==> config.mk <==
export PLATFORM = sky130hd
export DESIGN_NAME = mux_arb_nx1
export DESIGN_NICKNAME = d
export VERILOG_FILES = /design/src/rtl/mux_pkg.sv /design/src/rtl/mux_rr_pick.sv /design/src/rtl/mux_arb_nx1.sv
export SDC_FILE = /design/constraint.sdc
export NUM_CORES = 1
export LEC_CHECK = 0
export ABC_AREA = 1
export BUFFER_PORTS_ARGS = -buffer_cell sky130_fd_sc_hd__buf_2
export CORE_UTILIZATION = 47
export CTS_BUF_LIST = sky130_fd_sc_hd__clkbuf_8
export CTS_CLUSTER_DIAMETER = 150
export CTS_CLUSTER_SIZE = 8
export DETAILED_ROUTE_END_ITERATION = 10
export PLACE_DENSITY = 0.87
export SLEW_MARGIN = 20
export SYNTH_ARGS = -nofsm -noshare
export SYNTH_HDL_FRONTEND = slang
export SYNTH_SLANG_ARGS = --single-unit
==> constraint.sdc <==
create_clock -name clk -period 3.1 [get_ports clk]
set_input_delay 0.31 -clock clk [delete_from_list [all_inputs] [get_ports clk]]
set_output_delay 0.31 -clock clk [all_outputs]
set_load 0.02 [all_outputs]
==> src/rtl/mux_pkg.sv <==
// Shared constants, mode encoding and index helper for the N:1 arbitrated mux.
// Latency: none (types and functions only).
// Backpressure: not applicable.
package mux_pkg;

   localparam int MUX_WIDTH_DEF = 5;
   localparam int MUX_N_DEF     = 4;
   // Widest channel count the one-hot helper can describe.
   localparam int MUX_N_MAX     = 64;

   typedef enum logic {
      MUX_FIXED = 1'b0,
      MUX_RR    = 1'b1
   } mux_mode_e;

   // Index to one-hot; callers size-cast the result down to their channel count.
   function automatic logic [MUX_N_MAX-1:0] idx_to_onehot(input int idx);
      logic [MUX_N_MAX-1:0] v;
      for (int i = 0; i < MUX_N_MAX; i++) begin
         v[i] = (i == idx);
      end
      return v;
   endfunction

endpackage

==> src/rtl/mux_rr_pick.sv <==
// Rotating-priority picker: first requester at or after ptr, wrapping N-1 -> 0.
// Latency: purely combinational.
// Backpressure: none; the caller decides whether the grant is consumed.
module mux_rr_pick
   import mux_pkg::*;
#(
   parameter  int N     = MUX_N_DEF,
   localparam int SEL_W = $clog2(N)
) (
   input  logic [N-1:0]     req,
   input  logic [SEL_W-1:0] ptr,
   output logic [N-1:0]     gnt,
   output logic [SEL_W-1:0] gnt_idx,
   output logic             any
);

   // Search ptr..N-1 first, then 0..ptr-1, so the lowest index at or after ptr wins.
   always_comb begin
      any     = 1'b0;
      gnt_idx = '0;
      for (int i = 0; i < N; i++) begin
         if (!any && req[i] && (i >= int'(ptr))) begin
            any     = 1'b1;
            gnt_idx = SEL_W'(i);
         end
      end
      for (int i = 0; i < N; i++) begin
         if (!any && req[i] && (i < int'(ptr))) begin
            any     = 1'b1;
            gnt_idx = SEL_W'(i);
         end
      end
      gnt = any ? N'(idx_to_onehot(int'(gnt_idx))) : '0;
   end

endmodule

==> src/rtl/mux_arb_nx1.sv <==
// N:1 valid/ready selector with one registered output slot; fixed select or round-robin (MUX_ARB_RR_EN).
// Latency: 1 cycle from accepted input to out_valid; one word per cycle when drain and load coincide.
// Backpressure: in_ready drops for every channel while the output slot is full and out_ready is low.
module mux_arb_nx1
   import mux_pkg::*;
#(
   parameter  int WIDTH = MUX_WIDTH_DEF,
   parameter  int N     = MUX_N_DEF,
   localparam int SEL_W = $clog2(N)
) (
   input  logic               clk,
   input  logic               rst,
   input  logic [N*WIDTH-1:0] in_data,
   input  logic [N-1:0]       in_valid,
   output logic [N-1:0]       in_ready,
   input  logic               mode,
   input  logic [SEL_W-1:0]   sel,
   output logic [WIDTH-1:0]   out_data,
   output logic [SEL_W-1:0]   out_chan,
   output logic               out_valid,
   input  logic               out_ready
);

   logic [N-1:0]     fix_gnt;
   logic [SEL_W-1:0] fix_idx;
   logic             fix_any;

   logic [N-1:0]     gnt;
   logic [SEL_W-1:0] gnt_idx;
   logic             any;

   logic             accept;
   logic             load;
   logic [WIDTH-1:0] word;

   // Fixed-select grant; a sel at or beyond N never matches a channel.
   always_comb begin
      fix_any = 1'b0;
      fix_idx = sel;
      for (int i = 0; i < N; i++) begin
         if ((int'(sel) == i) && in_valid[i]) begin
            fix_any = 1'b1;
         end
      end
      fix_gnt = fix_any ? N'(idx_to_onehot(int'(sel))) : '0;
   end

`ifdef MUX_ARB_RR_EN
   logic [SEL_W-1:0] ptr;
   logic [N-1:0]     rr_gnt;
   logic [SEL_W-1:0] rr_idx;
   logic             rr_any;
   logic             use_rr;

   mux_rr_pick #(.N(N)) u_pick (
      .req     (in_valid),
      .ptr     (ptr),
      .gnt     (rr_gnt),
      .gnt_idx (rr_idx),
      .any     (rr_any)
   );

   assign use_rr = (mux_mode_e'(mode) == MUX_RR);

   // Mode chooses between the two arbiters in the same cycle it changes.
   always_comb begin
      gnt     = use_rr ? rr_gnt : fix_gnt;
      gnt_idx = use_rr ? rr_idx : fix_idx;
      any     = use_rr ? rr_any : fix_any;
   end

   // Pointer advances past the winner only on a round-robin load; kept across mode changes.
   always_ff @(posedge clk or posedge rst) begin
      if (rst) begin
         ptr <= '0;
      end else if (load && use_rr) begin
         ptr <= (int'(gnt_idx) == N-1) ? '0 : gnt_idx + SEL_W'(1);
      end
   end
`else
   // Without round-robin support the mode pin has no effect.
   logic unused_mode;
   assign unused_mode = mode;

   // Fixed select is the only arbitration source.
   always_comb begin
      gnt     = fix_gnt;
      gnt_idx = fix_idx;
      any     = fix_any;
   end
`endif

   // Slot can take a word when empty or draining this edge; nothing is accepted in reset.
   assign accept   = !rst && (!out_valid || out_ready);
   assign load     = accept && any;
   assign in_ready = gnt & {N{accept}};

   // AND-OR data select keyed on the one-hot grant.
   always_comb begin
      word = '0;
      for (int i = 0; i < N; i++) begin
         word = word | (in_data[i*WIDTH +: WIDTH] & {WIDTH{gnt[i]}});
      end
   end

   // Output slot: load overrides drain; data and channel hold after a drain.
   always_ff @(posedge clk or posedge rst) begin
      if (rst) begin
         out_valid <= 1'b0;
         out_data  <= '0;
         out_chan  <= '0;
      end else if (load) begin
         out_valid <= 1'b1;
         out_data  <= word;
         out_chan  <= gnt_idx;
      end else if (out_ready) begin
         out_valid <= 1'b0;
      end
   end

endmodule
# Word level (Yosys, flattened, before mapping)
# Cells that the tools add are included.
dict set report word_totals {
  out_inout_bits 12
  latch_bits 0
  regBits 8
  ramBits 0
  rom_bits 0
  n_memories 0
}
dict set report op_classes {
  bitwise 8
  n_shift 0
  n_addsub 0
  n_mul 0
  n_div 0
  reduce_logical 11
  muxes 7
  magnitude_cmp 0
  eq_ne 6
}
# op n
set ops {}
lappend ops {{$and A5 B5 Y5} 4}
lappend ops {{$or A5 B5 Y5} 3}
lappend ops {{$logic_and A1 B1 Y1} 6}
lappend ops {{$mux W1} 6}
lappend ops {{$and A4 B4 Y4} 1}
lappend ops {{$eq A2 B2 Y1 const A} 2}
lappend ops {{$eq A2 B2 Y1 const B} 2}
lappend ops {{$mux W4} 1}
lappend ops {{$eq A1 B2 Y1 const A} 1}
lappend ops {{$eq A2 B1 Y1 const B} 1}
lappend ops {{$logic_not A1 Y1} 2}
lappend ops {{$logic_not A2 Y1} 1}
lappend ops {{$reduce_bool A2 Y1} 1}
lappend ops {{$logic_or A1 B1 Y1} 1}

# Logic depth before layout (Yosys ltp)
# Gate-level depths: netlist (run 1).
dict set report depth {
  depth_word 11
  depth_mapped 8
  depth_no_buf 7
}

# Worst setup path before layout (run 1)
# No wires, ideal clock.
dict set report synth_path {
  path_type {input port to output port}
  start {input rst}
  end {output in_ready[0]}
  path_stages 3
  n_path_buf 0
  slack_ns 1.752
  arrival_time_ns 1.038
  required_time_ns 2.790
  cell_sequence {inv_1 -> nand2_1 -> nor2_1}
}
dict set report synth_between {
  elab_chain_cells 3
}
# element line
set synth_lines {}
lappend synth_lines {{start, declared} mux_arb_nx1.sv:12} ;# input logic rst,
lappend synth_lines {{$logic_not A1 Y1} mux_arb_nx1.sv:94} ;# assign accept = !rst && (!out_valid || out_ready);
lappend synth_lines {{$logic_and A1 B1 Y1} mux_arb_nx1.sv:94}
lappend synth_lines {{$and A4 B4 Y4} mux_arb_nx1.sv:96} ;# assign in_ready = gnt & {N{accept}};
lappend synth_lines {{end, declared} mux_arb_nx1.sv:15} ;# output logic [N-1:0] in_ready,
# Every way passes these cells.

# Worst setup path in the final report (run 1)
# Ends and elaborated chain as after synthesis.

==> flow_summary.ini, run 1 <==
[run_status]
status = finished, final reports clean

[logic_synthesis]
synth_ff_type = dfrtp_1
syn_area_um2 = 681
synth_edf_count = 0
netlist_instances = 105
avgSynthCellArea_um2 = 6.48
synth_fp_nets = 135
synth.most_common_cell = nand2_1
synth_area_leaders = dfrtp_1 (29%), nand2_1 (18%), inv_1 (12%)
ys_ff_latch = 8
synth_top_area_share_pct = 29.4
synth_top_area_cell = dfrtp_1
ys_async_sr_fraction_pct = 100
synth_cell_types = 14
yosysWarnings = 0
ys_top_cells_by_count = nand2_1 (33), inv_1 (21), nor2_1 (19)
seq_area_frac_synth_pct = 29.4

[timing]
slew_violations = 0
setup_viol = 0
hold_viol = 0
slew_headroom_pct = 77.2
fin_crit_ns = 1.54
finClkSkew_ns = 0.00224
rsz0062_at_grt = no
holdWs_ns = 0.0397
worst_pin_slew_ns = 0.341
final.period_utilization_pct = 49.7
max_freq_ghz = 0.649
tns_ns = 0

[power]
clkPwrFrac_pct = 30.8
p_switching_uw = 134
leakage_nw = 0.597
netSwitchingFraction_pct = 34.3
p_comb_share_pct = 34.7
p_int_uw = 258
vdd_drop_max_v = 0.000204
power.density_nw_per_um2 = 420
seq_power_share_pct = 34.4

[place]
placed_cell_area_um2 = 892
dpl.cell_count = 159
port-buffer-count = 40
place.gp.congestion = 0.781
dpl.hpwl_mm = 1.40

[flow_run]
max_cap_viol_count = 0

[global_route]
top_usage_layer = met2
globalRouteMet2Util_pct = 48.8
grt_usage_pct = 24.7
grt_overflow = 0
grtUsageMet3_pct = 3.33
grt_max_degree = 11
grt_pass1_wl_mm = 2.62
grt_pass1_vias = 661
grt_antenna_before_repair = 0
met1_usage_pct = 26.1

[layout]
syn2layout_area_growth_pct = 37.1
diodes = 0
nFillCells = 127
finalNonFillerCells = 162
stdcell_area_um2 = 933
drive_gt1_share_pct = 36.7
fin_util_pct = 70.8
nNetsFinal = 179

[die]
core_area_um2 = 1320
die_w_um = 40.1
initial_utilization_pct = 51.7
ios = 42
rows = 13
die_h_um = 40.1
die_area_um2 = 1600

[worst_setup_path]
crit_path_max_fanout = 9
start_kind = input pin
required_ns = 2.79
ff2ff_setup_slack_ns = 1.94
endpoint_kind = output port
crit_arrival_ns = 1.23
reg2reg_depth = 6
rr_startpoint = out_valid$_DFFE_PP0P_
rr_endpoint = out_chan[1]$_DFFE_PP0P_
crit_type = in2out

[hold_path]
hp-class = in2async

[detailed_routing]
drt_pass1_iterations = 4
viasPerCell = 4.85
drc = 0
first_iter_violations = 20
drt_wl_total_mm = 1.69
ant_nets = 0
post_drt_wl_per_cell_um = 10.4
vias = 786

[clock_tree]
clock_path_buffers = 2
tritoncts = built
cts-root-buf = clkbuf_8
post_cts_resized = 0
cts.sinks = 8
numCtsBuffers = 3
clkSlewWorstSetupHoldPaths_ns = 0.04
postCtsHoldBufs = 0
clkLatencyLatePin_ns = 0.22
post-cts-setup-buffer-count = 0
htree_levels = 1
==> metrics by stage <==
step | setup slack (ns) | total power [mW]
after floorplan | 1.75 | 0.218
after global placement | 1.59 | 0.266
after detailed placement | 1.54 | 0.273
after CTS | 1.54 | 0.394
after global routing | 1.44 | 0.420
final | 1.56 | 0.392
==> final cells by class <==
type                    count  area, um^2  share of cell area (%)
multi-input cells          74         388                    41.6
repair buffers             40         200                    21.4
well taps                  15        18.8                    2.01
clock buffers               3        41.3                    4.42
flip-flops and latches      8         200                    21.4
inverters                  22        85.1                    9.12
==> sequential cells by signal, summed over array words and instances (netlist names) <==
register / flops
out_data: 5
out_valid: 1
out_chan: 2
==> worst max-delay path by stage <==
| stage | endpoint | slack [ns] | cells after the start | from |
|---|---|---|---|---|
| floorplan | in_ready[0] | 1.75 | 3 | rst |
| global placement | in_ready[3] | 1.59 | 5 | rst |
| detailed placement | in_ready[0] | 1.54 | 5 | rst |
| CTS | in_ready[0] | 1.54 | 5 | rst |
| global route | in_ready[1] | 1.44 | 5 | rst |
| finish | in_ready[0] | 1.56 | 5 | rst |
==> layer usage <==
metal	wire length, um	vias up
li1	-	402
met1	688	354
met2	924	30
met3	78	0
met4	0	0
met5	0	-
==> power groups by stage <==
stage	clock (mW)	sequential (mW)	combinational, mW
after floorplan	0	0.161	0.0570
after global placement	0	0.135	0.132
after detailed placement	0	0.136	0.136
after CTS	0.122	0.135	0.137
after global routing	0.130	0.138	0.152
final	0.121	0.135	0.136
==> cell families after synthesis <==
| family | share of synthesized area [%] |
|---|---|
| compound gates | 2.39 |
| flops | 29.4 |
| buf+inv | 13.6 |
| simple gates | 54.6 |
==> critical path, stage by stage <==
cell and delay (ns):
buf_2 0.09, inv_1 0.26, nand2_1 0.25, nor2_1 0.14, buf_2 0.18
==> cell usage in the layout, fill, tap and decap left out, drive strengths merged <==
cell,count
nand2,36
inv,22
nor2,22
nand4,5
buf,40
nand3,10
o21ai,1
clkbuf,3
dfrtp,8
(Power assumes the default switching activity.)
==> run 2, diff against run 1 <==
Settings changed: ABC_AREA 1 to 0, CORE_UTILIZATION 47 to 38, PLACE_DENSITY 0.87 to 0.77.
Clock period 3.1 ns to 1.3 ns, I/O delays scaled along.
==> flow_summary.ini, run 2 <==
[detailed_routing]
first_iter_violations = 11
drc = 0
drt_wl_total_mm = 1.94
post_drt_wl_per_cell_um = 14.2
drt_pass1_iterations = 4
ant_nets = 0
viasPerCell = 5.52
vias = 756

[logic_synthesis]
synth_area_leaders = dfrtp_1 (32%), and3b_1 (8.5%), a311o_1 (8.1%)
yosysWarnings = 0
synth.most_common_cell = nand2_1
ys_top_cells_by_count = nand2_1 (9), dfrtp_1 (8), and3b_1 (6)
synth_cell_types = 19
synth_fp_nets = 98
seq_area_frac_synth_pct = 32.5
synth_top_area_cell = dfrtp_1
ys_async_sr_fraction_pct = 100
synth_ff_type = dfrtp_1
syn_area_um2 = 617
ys_ff_latch = 8
avgSynthCellArea_um2 = 9.07
netlist_instances = 68
synth_edf_count = 0
synth_top_area_share_pct = 32.5

[clock_tree]
clkSlewWorstSetupHoldPaths_ns = 0.04
cts-root-buf = clkbuf_8
cts.sinks = 8
clock_path_buffers = 2
tritoncts = built
htree_levels = 1
clkLatencyLatePin_ns = 0.23
numCtsBuffers = 3

[hold_path]
min_to = out_data[0]$_DFFE_PP0P_
hp-start = in_data[10]
hp-class = in2reg
holdPathStages = 3

[place]
place.gp.congestion = 0.814
port-buffer-count = 40
dpl.hpwl_mm = 1.43
dp_slack_ns = -0.152

[worst_setup_path]
reg2reg_depth = 4
ff2ff_setup_slack_ns = 0.03
startpoint = out_valid$_DFFE_PP0P_
crit_type = reg2out
critPathMostFrequentCell = and3_4
endpoint_kind = output port
crit_path_max_fanout = 4
crit_chain = nand2b_4, and3_4, and3_4, buf_6
cpLargestDelayFamily = simple AND/OR/NAND/NOR gates
rr_endpoint = out_chan[0]$_DFFE_PP0P_
cp_num_buf_inv = 1
start_kind = flop
slowest_stage = dfrtp_2
max_stage_delay_ns = 0.41
rr_startpoint = out_valid$_DFFE_PP0P_
required_ns = 1.17
crit_arrival_ns = 1.25

[timing]
max_freq_ghz = 0.726
rsz0062_at_grt = yes
setup_slack_ns = -0.0777
final.period_utilization_pct = 106
worst_pin_slew_ns = 0.293
setup_viol = 3
finClkSkew_ns = 0.00421
fin_crit_ns = 1.38
slew_violations = 0
slew_headroom_pct = 80.4
hold_viol = 0

[die]
die_w_um = 42.3
initial_utilization_pct = 40.9
die_h_um = 42.3
rows = 14
core_area_um2 = 1510
ios = 42
die_area_um2 = 1790

[layout]
largest_register_ffs = 5
layout_commonest_cell = buf_2
largest_register = out_data
multi_input_area_um2 = 405
syn2layout_area_growth_pct = 69.6
top_regs = out_data (5), out_chan (2), out_valid (1)
nFillCells = 118
drive_gt1_share_pct = 55.4
nNetsFinal = 152
diodes = 0
most-common-layout-cells = buf_2 (34), buf_4 (14), nand2_1 (8)
seq_area_um2 = 201

[global_route]
grt_pass1_wl_mm = 3.10
grt_antenna_before_repair = 0
grt_overflow = 0
grt_pass1_vias = 719
grt_max_degree = 22
grt_usage_pct = 23.4

[power]
power.density_nw_per_um2 = 1040
vdd_drop_max_v = 0.000945
power_mw = 1.09
leakage_nw = 0.545

[run_status]
violations = setup timing
status = finished with violations

[flow_run]
max_cap_viol_count = 0
run 2: cell count changes after synthesis, sizes merged, moves of 6 or more:
cell   delta
inv      -17
and3b     +6
nor2     -22
nand2    -27
run 2: power breakdown:
group	switching, mW	internal, mW	leakage (nW)
Clock	0.104	0.205	0.0269
Combinational	0.227	0.214	0.420
Sequential	0.0295	0.306	0.0976
Total	0.361	0.725	0.545
run 2: metal layers:
| layer | vias to the layer above | track usage (%) | routed length [um] |
|---|---|---|---|
| met5 | - | 0 | 0 |
| met4 | 0 | 6.88 | 32 |
| met3 | 6 | 9.91 | 112 |
| met2 | 30 | 41.2 | 1070 |
| met1 | 354 | 25.2 | 723 |
| li1 | 366 | - | - |
run 2: logic make-up (layout without fill, tap and decap cells):
family / after synthesis / count (layout) / share of synthesized area, %
AND/OR/NAND/NOR: 25 / 25 / 24.1
AO/OA/AOI/OAI: 20 / 20 / 26.4
buffers and inverters: 12 / 65 / 8.52
flip-flops: 8 / 8 / 32.5
multiplexers: 3 / 3 / 8.52
run 2: metrics by stage:
stage / setup TNS, ns / instances / util (%) / cell area (um^2) / hold WS (ns)
final: -0.205 / 137 / 69.4 / 1050 / 0.294
after global routing: -0.338 / 137 / 69.4 / 1050 / 0.295
after CTS: -0.204 / 137 / 69.0 / 1040 / 0.296
after detailed placement: -0.992 / 129 / 60.6 / 913 / 0.0125
after global placement: -0.885 / 129 / 60.6 / 913 / 0.0101
after floorplan: -0.314 / 68 / - / 642 / -0.0467
run 2: layout make-up:
cell class | count | area share (%)
Multi-Input combinational cell | 48 | 38.8
Timing Repair Buffer | 55 | 33.6
Sequential cell | 8 | 19.3
Clock buffer | 3 | 3.95
Inverter | 6 | 2.15
Tap cell | 16 | 1.91
Clock inverter | 1 | 0.359
run 2: worst max-delay path by stage:
| stage | to | slack, ns | depth (start not counted) |
|---|---|---|---|
| floorplan | out_chan[0]$_DFFE_PP0P_ | -0.09 | 4 |
| global placement | in_ready[3] | -0.14 | 5 |
| detailed placement | in_ready[3] | -0.15 | 5 |
| CTS | in_ready[1] | -0.08 | 5 |
| global route | in_ready[0] | -0.13 | 4 |
| finish | in_ready[3] | -0.08 | 4 |
run 2: tightest hold or removal path, cell delays in order:
cell and delay, ns:
buf_2 0.08, a311o_1 0.15, a31o_1 0.13
run 2: timing repair:
action | in CTS | in global routing
hold endpoints to repair | 2 | 0
gates cloned | 0 | 0
hold buffers | 2 | 0
buffers inserted | 2 | 0
gates resized for setup | 11 | 2
endpoints found under the setup margin | 4 | 6
pin swaps | 2 | 1
==> run 3, diff against run 2 <==
Settings changed: ABC_AREA 0 to 1, CORE_UTILIZATION 38 to 37, CTS_BUF_LIST sky130_fd_sc_hd__clkbuf_8 to not set, PLACE_DENSITY 0.77 to 0.73.
==> flow_summary.ini, run 3 (same netlist as run 1, synthesis figures left out) <==
[timing]
slew_headroom_pct = 85.2
setup_viol = 0
worst_pin_slew_ns = 0.222
hold_viol = 0
tns_ns = 0
rsz0062_at_grt = no
finClkSkew_ns = 0.00226
slew_violations = 0
final.period_utilization_pct = 94.1
max_freq_ghz = 0.818
fin_crit_ns = 1.22

[die]
core_area_um2 = 1730
die_h_um = 44.9
die_w_um = 44.9
rows = 15
initial_utilization_pct = 39.4
die_area_um2 = 2020
ios = 42

[global_route]
grtUsageMet3_pct = 1.20
grt_pass1_vias = 631
top_usage_layer = met2
grt_max_degree = 9
met1_usage_pct = 18.5
grt_overflow = 0
grt_antenna_before_repair = 0
grt_pass1_wl_mm = 2.38
globalRouteMet2Util_pct = 28.2
grt_usage_pct = 15.8

[detailed_routing]
post_drt_wl_per_cell_um = 8.49
ant_nets = 0
drc = 0
vias = 740
drt_pass1_iterations = 4
viasPerCell = 4.23
drt_wl_total_mm = 1.49
first_iter_violations = 14

[layout]
top_regs = out_data (5), out_chan (2), out_valid (1)
fin_util_pct = 55.9
syn2layout_area_growth_pct = 41.7
nNetsFinal = 182
drive_gt1_share_pct = 38.7
most-common-layout-cells = buf_2 (39), nand2_1 (32), inv_1 (21)
largest_register = out_data
largest_register_ffs = 5
layout_commonest_cell = buf_2
diodes = 0

[place]
place.gp.congestion = 0.793
dpl.hpwl_mm = 1.28
port-buffer-count = 40

[clock_tree]
cts.sinks = 8
numCtsBuffers = 3
htree_levels = 1
tritoncts = built
post-cts-setup-buffer-count = 0
cts-root-buf = clkbuf_4
clkSlewWorstSetupHoldPaths_ns = 0.05
clkLatencyLatePin_ns = 0.24
clock_path_buffers = 2

[worst_setup_path]
required_ns = 1.17
ff2ff_setup_slack_ns = 0.23
crit_path_max_fanout = 6
cp_num_buf_inv = 1
max_stage_delay_ns = 0.37
crit_arrival_ns = 1.09
slowest_stage = dfrtp_1
endpoint_kind = output port
start_kind = flop
crit_chain = nand2_1, nand2_4, nor2_1, buf_2
cpLargestDelayFamily = flip-flops
crit_type = reg2out

[run_status]
status = finished, final reports clean

[power]
leakage_nw = 0.605
power_uw = 829
vdd_drop_max_v = 0.000311
power.density_nw_per_um2 = 859

[hold_path]
hp-class = in2reg

[flow_run]
max_cap_viol_count = 0
run 3: path summary, 6_finish.rpt:
path | cells after the start | startpoint | end
max reg2reg | 6 | out_valid$_DFFE_PP0P_ | out_data[1]$_DFFE_PP0P_
min | 3 | sel[0] | out_chan[0]$_DFFE_PP0P_
min in group asynchronous | 4 | rst | out_data[3]$_DFFE_PP0P_
max | 4 | out_valid$_DFFE_PP0P_ | in_ready[0]
max in group asynchronous | 4 | rst | out_chan[1]$_DFFE_PP0P_
min reg2reg | 2 | out_chan[1]$_DFFE_PP0P_ | out_chan[1]$_DFFE_PP0P_
run 3: per-stage QoR:
| stage | cells | cell area [um^2] | setup WS [ns] | hold slack [ns] |
|---|---|---|---|---|
| final | 175 | 965 | 0.0768 | 0.209 |
| after global routing | 175 | 965 | 0.00624 | 0.229 |
| after CTS | 175 | 955 | 0.0630 | 0.156 |
| after detailed placement | 171 | 920 | 0.159 | 0.125 |
| after global placement | 171 | 920 | 0.190 | 0.120 |
| after floorplan | 105 | 681 | 0.150 | -0.0461 |
run 3: where the power goes:
part / internal, mW / switching [mW]
clock network: 0.105 / 0.0748
logic: 0.125 / 0.205
registers: 0.297 / 0.0224
total: 0.527 / 0.302
run 3: layout make-up:
cell class,instances,area (um^2)
multi-input combinational,74,398
tap,25,31.3
sequential,8,200
fill,202,762
inverter,22,85.1
clock buffer,3,22.5
timing repair buffer,43,228
run 3: worst reg2reg max path, stage by stage (launching register included):
cell and delay, ns:
dfrtp_1 0.37, nand2_1 0.12, nand2_4 0.09, inv_1 0.14, o21ai_4 0.11, nand2_1 0.08
nand2_1 0.05
run 3: routing by layer:
layer  vias to the layer above  part of all wire [%]  wire length [um]
met5                         -                     0                 0
met4                         0                     0                 0
met3                         0                   6.5                97
met2                        30                    50               736
met1                       304                    44               651
li1                        406                     -                 -
run 3: repair_timing:
item,in CTS,in global routing
hold endpoints to repair,8,0
gates cloned,0,0
hold buffers,1,0
gates resized for setup,1,3
setup endpoints to repair,1,2
